[src/rtl/comp_pkg.sv]
// Shared definitions for the 2-bit comparator and its downstream result tracker.
package comp_pkg;

  // Operand width of the magnitude comparator feeding the tracker.
  localparam int unsigned COMP_W = 2;

  // Tracker FSM states; encoding is visible on the debug state port.
  typedef enum logic [1:0] {
    StIdle   = 2'd0,
    StTrack  = 2'd1,
    StLocked = 2'd2,
    StFault  = 2'd3
  } state_e;

  // Encoding of the last accepted legal comparator result.
  localparam logic [1:0] RES_NONE = 2'b00;
  localparam logic [1:0] RES_GT   = 2'b01;
  localparam logic [1:0] RES_LT   = 2'b10;
  localparam logic [1:0] RES_EQ   = 2'b11;

endpackage

[src/rtl/comp_result_tracker_sat_counter.sv]
// Saturating up-counter with synchronous clear; clear wins over increment.
module sat_counter #(
  parameter int unsigned      Width  = 8,
  parameter logic [Width-1:0] MaxVal = {Width{1'b1}}
) (
  input  logic             clk,
  input  logic             clr,
  input  logic             inc,
  output logic [Width-1:0] count
);

  logic [Width-1:0] count_q, count_d;

  // Next count: clear, else increment unless already at the ceiling.
  always_comb begin
    count_d = count_q;
    if (clr) begin
      count_d = '0;
    end else if (inc && (count_q != MaxVal)) begin
      count_d = count_q + Width'(1);
    end
  end

  // Count register.
  always_ff @(posedge clk) begin
    count_q <= count_d;
  end

  assign count = count_q;

endmodule

[src/rtl/comp_result_tracker.sv]
// Tallies comparator outcomes, detects runs of equal results and latches illegal flag encodings.
module comp_result_tracker
  import comp_pkg::*;
#(
  parameter int unsigned CNT_W    = 8,
  parameter int unsigned LOCK_LEN = 4
) (
  input  logic             clk,
  input  logic             rst,
  input  logic             clr,
  input  logic             in_valid,
  input  logic             a_grt_b,
  input  logic             a_less_b,
  input  logic             eq,
  output logic             out_valid,
  output logic [1:0]       last_result,
  output logic [CNT_W-1:0] gt_cnt,
  output logic [CNT_W-1:0] lt_cnt,
  output logic [CNT_W-1:0] eq_cnt,
  output logic             locked,
  output logic             fault,
  output logic [1:0]       state
);

  localparam int unsigned StreakW = $clog2(LOCK_LEN + 1);
  localparam logic [StreakW-1:0] StreakMax  = StreakW'(LOCK_LEN);
  // Streak value that, with one more eq, completes the run.
  localparam logic [StreakW-1:0] StreakLast = StreakW'(LOCK_LEN - 1);

  state_e             state_q, state_d;
  logic [1:0]         last_result_q, last_result_d;
  logic               out_valid_q, locked_q, fault_q;
  logic [StreakW-1:0] streak;
  logic               clear, legal, active, accept, illegal_in;
  logic               streak_inc, streak_rst;
  logic [1:0]         res_code;

  assign clear = rst | clr;

  // Legality decode: exactly one flag high, and its result encoding.
  always_comb begin
    legal    = 1'b0;
    res_code = RES_NONE;
    unique case ({eq, a_less_b, a_grt_b})
      3'b001:  begin legal = 1'b1; res_code = RES_GT; end
      3'b010:  begin legal = 1'b1; res_code = RES_LT; end
      3'b100:  begin legal = 1'b1; res_code = RES_EQ; end
      default: begin legal = 1'b0; res_code = RES_NONE; end
    endcase
  end

  // FAULT is absorbing, so samples there are neither accepted nor re-flagged.
  assign active     = (state_q != StFault);
  assign accept     = in_valid & active & legal;
  assign illegal_in = in_valid & active & ~legal;

  // Next-state and streak control.
  always_comb begin
    state_d       = state_q;
    last_result_d = last_result_q;
    streak_inc    = 1'b0;
    streak_rst    = 1'b0;
    if (illegal_in) begin
      state_d = StFault;
    end else if (accept) begin
      last_result_d = res_code;
      unique case (state_q)
        StIdle, StTrack: begin
          if (eq) begin
            streak_inc = 1'b1;
            state_d    = (streak >= StreakLast) ? StLocked : StTrack;
          end else begin
            streak_rst = 1'b1;
            state_d    = StTrack;
          end
        end
        StLocked: begin
          if (eq) begin
            streak_inc = 1'b1;
          end else begin
            streak_rst = 1'b1;
            state_d    = StTrack;
          end
        end
        default: state_d = state_q;
      endcase
    end
  end

  // State and status registers; rst and clr both return to IDLE.
  always_ff @(posedge clk) begin
    if (clear) begin
      state_q       <= StIdle;
      last_result_q <= RES_NONE;
      out_valid_q   <= 1'b0;
      locked_q      <= 1'b0;
      fault_q       <= 1'b0;
    end else begin
      state_q       <= state_d;
      last_result_q <= last_result_d;
      out_valid_q   <= accept;
      locked_q      <= (state_d == StLocked);
      fault_q       <= (state_d == StFault);
    end
  end

  sat_counter #(.Width(CNT_W)) u_gt_cnt (
    .clk   (clk),
    .clr   (clear),
    .inc   (accept & a_grt_b),
    .count (gt_cnt)
  );

  sat_counter #(.Width(CNT_W)) u_lt_cnt (
    .clk   (clk),
    .clr   (clear),
    .inc   (accept & a_less_b),
    .count (lt_cnt)
  );

  sat_counter #(.Width(CNT_W)) u_eq_cnt (
    .clk   (clk),
    .clr   (clear),
    .inc   (accept & eq),
    .count (eq_cnt)
  );

  sat_counter #(.Width(StreakW), .MaxVal(StreakMax)) u_streak (
    .clk   (clk),
    .clr   (clear | streak_rst),
    .inc   (streak_inc),
    .count (streak)
  );

  assign out_valid   = out_valid_q;
  assign last_result = last_result_q;
  assign locked      = locked_q;
  assign fault       = fault_q;
  assign state       = state_q;

endmodule

[config.mk]
export PLATFORM = sky130hd
export DESIGN_NAME = comp_result_tracker
export DESIGN_NICKNAME = d
export VERILOG_FILES = /design/src/rtl/comp_pkg.sv /design/src/rtl/comp_result_tracker_sat_counter.sv /design/src/rtl/comp_result_tracker.sv
export SDC_FILE = /design/constraint.sdc
export NUM_CORES = 1
export LEC_CHECK = 0
export BUFFER_PORTS_ARGS = -buffer_cell sky130_fd_sc_hd__buf_2
export CORE_MARGIN = 2
export CORE_UTILIZATION = 48
export DETAILED_ROUTE_END_ITERATION = 10
export GPL_ROUTABILITY_DRIVEN = 0
export PLACE_DENSITY = 0.75
export SYNTH_ARGS = -nofsm -noshare
export SYNTH_HDL_FRONTEND = slang
export SYNTH_SLANG_ARGS = --single-unit
[constraint.sdc]
create_clock -name clk -period 1.9 [get_ports clk]
set_clock_uncertainty 0.2 [all_clocks]
set_input_delay 0.19 -clock clk [delete_from_list [all_inputs] [get_ports clk]]
set_output_delay 0.19 -clock clk [all_outputs]
set_load 0.005 [all_outputs]
Word level (Yosys, flattened, before mapping)
Index checks and enable logic that the tools add are counted. Widths: inputs -> output; s select.

Bits in latches: 0. ROM bits: 0. Bits in writable memories: 0. Bits in registers: 34. Bits of input ports: 7. Memories: 0.

Shift-type cells: 0. Add/sub/neg operators: 4. Div/mod/pow operators: 0. Equality and inequality tests: 12. Bitwise logic cells: 10. Muxes and demuxes: 16. $lt $le $gt $ge: 1. Reductions and logical operators: 9. $mul: 0.

Operators by type and width (number): $add 8x1->8 const B (3); $ne 8x8->1 const B (3); $mux 2 (5); $mux 1 (9); $and 1x1->1 (6); $eq 2x2->1 const B (3); $pmux 2 s3 (1); $reduce_or 3->1 (2); $logic_and 1x1->1 (4); $pmux 2 s2 (1); $add 3x1->3 const B (1); $eq 3x1->1 const B (1); $eq 3x2->1 const B (1); $eq 3x3->1 const B (1); $ge 3x2->1 const B (1); $ne 3x3->1 const B (1); $eq 2x1->1 const B (1); $logic_not 2->1 (1); $ne 2x2->1 const B (1); $not 1->1 (2); $or 1x1->1 (2); $reduce_and 2->1 (1); $reduce_or 2->1 (1).

Depth between registers and ports, before layout
Depth in word-level cells: 7. Gate-level depth with buffers: 6. Mapped depth without buffers: 6.

Hierarchy
A second synthesis with hierarchy kept.

Cells, all modules: 204. Area, all modules: 1913.1 um^2.

By module, submodules not included: sat_counter at u_eq_cnt ... (instances 3, area an instance 430.4 um^2, cells each 46); comp_result_tracker (instances 1, area an instance 437.9 um^2, cells each 49); sat_counter at u_streak (instances 1, area an instance 183.9 um^2, cells each 17).

Worst setup path before layout
No wires, ideal clock.

Path type: input to register. Start point: input a_less_b. End point: register u_eq_cnt.count_q[6], in the netlist u_eq_cnt.count[6]. Arrival time: 1771 ps. Setup slack: -142 ps. Stages on the path: 6. Path through: buf_2 -> or3b_1 -> buf_6 -> or4_4 -> or3_1 -> a21oi_1.

Word-level cells in the longest chain between the ends: 6. Elaborated cells on any way between the ends: 8. Those cells by class: eq/ne (3); mux (1); bitwise (2); reduce/logical (2).

RTL lines: start: declaration (RTL line comp_result_tracker.sv:13) `input logic a_less_b,`; $eq 3x3->1 (tied with other cells) (RTL line comp_result_tracker.sv:44) `unique case ({eq, a_less_b, a_grt_b})`; $reduce_or 3->1 (no line) (*); $mux 1 (*) (RTL line comp_result_tracker.sv:44); $and 1x1->1 (*) (RTL line comp_result_tracker.sv:54) `assign accept = in_valid & active & legal;`; $and 1x1->1 (*) (RTL line comp_result_tracker.sv:124) `.inc (accept & eq),`; $logic_and 1x1->1 (*) (RTL line comp_result_tracker_sat_counter.sv:19) `end else if (inc && (count_q != MaxVal)) begin`; end signal: assignment (RTL line comp_result_tracker_sat_counter.sv:26) `count_q <= count_d;`; end: declaration (RTL line comp_result_tracker_sat_counter.sv:12) `logic [Width-1:0] count_q, count_d;`.

Mark *: on every way between the ends. The rest lies on a longest branch, timed or not. A chain may end at the register's enable or synchronous reset.

Final worst setup path
Start point: register state_q[0], in the netlist state[0]. End point: register u_eq_cnt.count_q[6], in the netlist u_eq_cnt.count[6].

Word-level cells in the longest chain between the ends: 5.

RTL lines: start: declaration (RTL line comp_result_tracker.sv:30) `state_e state_q, state_d;`; start signal: assignment (RTL line comp_result_tracker.sv:93) `state_q <= StIdle;`; start signal: assignment (RTL line comp_result_tracker.sv:99) `state_q <= state_d;`; $ne 2x2->1 (RTL line comp_result_tracker.sv:53) `assign active = (state_q != StFault);`; $and 1x1->1 (2 in a row) (RTL line comp_result_tracker.sv:54); $and 1x1->1 (RTL line comp_result_tracker.sv:124); $logic_and 1x1->1 (RTL line comp_result_tracker_sat_counter.sv:19).

Every way passes these cells.

==> out/metrics.cfg <==
[yosys]
synthTopCellsByArea=dfxtp_1 39%, a21oi_1 6.3%, ha_1 4.3%
ys_seq_elements=34
synth_edf_count=0
synthArstFlopShare=0
syn-cell-area_mm2=0.00175
netlist_instances=206
yosysWarnings=0
yosysTopAreaCellShare=0.390
ys.flop_type=dfxtp_1
syn_nets=219
yosysSeqAreaShare=0.390
avgSynthCellArea_um2=8.48
synth_top_cell_by_area=dfxtp_1
synth_cell_type_count=51

[power]
clkPwrFrac=0.384
comb_power_share=0.081
seqPwrFrac=0.535
vdd_ir_drop_max_v=0.000532
p_per_area_mw_per_mm2=595
p_sw_w=0.000312
p_sw_frac=0.231
p_int_w=0.00104
p_leak_nw=0.923

[clock_network]
holdBufCountCts=0
insertion_delay_ps=340
cts.clk_slew.worst_paths_ps=110
cts_num_sinks=34
post-cts-setup-buffers=0
clock_path_buffers=2
cts_root_buf=clkbuf_4
cts_tree=built
htree_levels=2
cts_made_buffers=5

[floorplan]
core_mm2=0.00342
die_area_mm2=0.00414
chipHeight_um=64.3
rows=21
die_w_um=64.3
start_util=0.511
num_io_pins=38

[routing]
ant_nets=0
drt-vias-per-instance=5.65
vias=1781
wl_per_cell_um=12.9
drc=0
drt_wl_total_um=4070
dr.first_iter.drc_count=97
dr.pass1.iters=4

[placement]
dp_worst_setup_slack_ps=13.7
post-dp-hpwl_um=2840
io_buffers=37

[timing]
slew_headroom=0.636
finalMaxSlewViolations=0
rsz0062_at_grt=true
timing.final.ws_setup_ps=28.4
whs_ps=65.8
max_freq_mhz=534
finalCritPeriodShare=0.985
period_needed_ps=1870
setup_viol=0
hold_viol_final=0
worstMarginPinSlew_ps=546

[cells_and_area]
fillers=304
final_common_cell=buf_2
diodes=0
fin_nets=281
area.growth.synth_to_final_pct=30.0
layout-drive-gt1-share=0.331
layout_common_cells=37 x buf_2, 30 x dfxtp_1, 28 x buf_4, 21 x a21oi_1, 13 x nor2_1

[critical_path]
path_max_fanout=7
r2r-end=u_eq_cnt.count[6]$_SDFFE_PP0P_
crit_start=state[0]$_SDFF_PP0_
r2r_start=state[0]$_SDFF_PP0_
r2r_slack_ps=30
arrival_ps=1940
crit_path_end_kind=flop
reg2reg_depth=4
worstSetupStartpointType=flop
cp_data_required_time_ps=1970
worstSetupPathType=reg -> reg

[global_routing]
grt_overflow=0
antenna_found_initial=0
grt_usage=0.203
grt_pass1_wl_um=6690
grt_max_degree=28
grt_pass1_vias=1528

[min_path]
worst_hold_path_type=in -> reg
hp-start=rst
hold_depth=5
min_to=u_lt_cnt.count[2]$_SDFFE_PP0P_

[status]
outcome=complete, no violations

[run]
max-cap-violations=0

-- per-stage QoR --
step                      instances  power [W]  setup TNS, ps  cell area, µm²  utilization
after global routing            315    0.00140          -26.0            2270        0.665
final                           315    0.00135              0            2270        0.665
after floorplan                 206   0.000807          -53.5            1760            -
after global placement          307   0.000842              0            2140        0.627
after detailed placement        307   0.000843              0            2140        0.627
after CTS                       315    0.00136              0            2220        0.651
-- power by group through the flow --
stage | clock network, W | registers (W) | logic [W]
finish | 0.000520 | 0.000723 | 0.000109
CTS | 0.000532 | 0.000722 | 0.000105
global placement | 0 | 0.000738 | 0.000104
global route | 0.000558 | 0.000724 | 0.000121
detailed placement | 0 | 0.000738 | 0.000105
floorplan | 0 | 0.000740 | 0.0000672
-- how the worst max path moves through the flow --
stage | endpoint | slack [ps] | cells past startpoint
4_1_cts | u_eq_cnt.count[6]$_SDFFE_PP0P_ | 10 | 5
3_5_place_dp | u_eq_cnt.count[6]$_SDFFE_PP0P_ | 10 | 5
6_report | u_eq_cnt.count[6]$_SDFFE_PP0P_ | 30 | 4
3_3_place_gp | u_eq_cnt.count[6]$_SDFFE_PP0P_ | 50 | 5
2_1_floorplan | u_eq_cnt.count[6]$_SDFFE_PP0P_ | -50 | 6
5_1_grt | u_eq_cnt.count[6]$_SDFFE_PP0P_ | -20 | 4
-- cell families after synthesis --
kind of cell,count (synthesis),synth area share
xor gates and xnor gates,3,0.0150
and+or+nand+nor,79,0.250
buffers and inverters,16,0.0458
adders and majority gates,6,0.0430
muxes,1,0.00573
AOI/OAI and AO/OA,67,0.251
DFF,34,0.390
-- area by class of cell --
class,instances,area (µm²),area share
inverter,6,22.5,0.00992
timing repair buffer,65,395,0.174
clock inverter,3,40.0,0.0176
sequential,34,686,0.302
tap,46,57.6,0.0253
multi-input combinational,156,1030,0.455
clock buffer,5,37.5,0.0165
-- registers in the layout, indices dropped and copies added, names as in the netlist --
name and count:
out_valid 1, last_result 2, u_streak.count 3, u_lt_cnt.count 8
u_gt_cnt.count 8, state 2, fault 1, u_eq_cnt.count 8
locked 1
-- Yosys cell counts (2+ instances only) --
library cell and number:
dfxtp_1 34, a21oi_1 22, nor2_1 13, nand3_1 11, o21ai_0 11, nand2_1 10
nor3_1 10, nand4_1 7, clkbuf_1 6, ha_1 6, inv_1 6, a211oi_1 5
a31oi_1 5, or3_1 5, o211ai_1 4, a21boi_0 3, and2_1 3, and3_1 3
nor4_1 3, a311oi_1 2, a31o_2 2, a41o_1 2, buf_6 2, nand4b_1 2
o31ai_1 2, xor2_1 2
-- worst max-delay path: stages, from the launching register on --
cell	delay, ps
dfxtp_2	340
a21bo_4	240
or4_4	540
or3_4	380
a21oi_2	110
-- per-layer routing --
metal  vias up  GRT usage  routed length, µm
li1        915          -                  -
met1       824      0.267               2010
met2        36      0.333               1850
met3         6     0.0475                177
met4         0     0.0559                 37
met5         -          0                  0
-- repair_timing --
item | 4_1_cts | 5_1_grt
pin swaps | 0 | 1
setup endpoints to repair | 1 | 7
gates cloned | 0 | 0
gates resized for setup | 2 | 12
(Power assumes the default switching activity.)
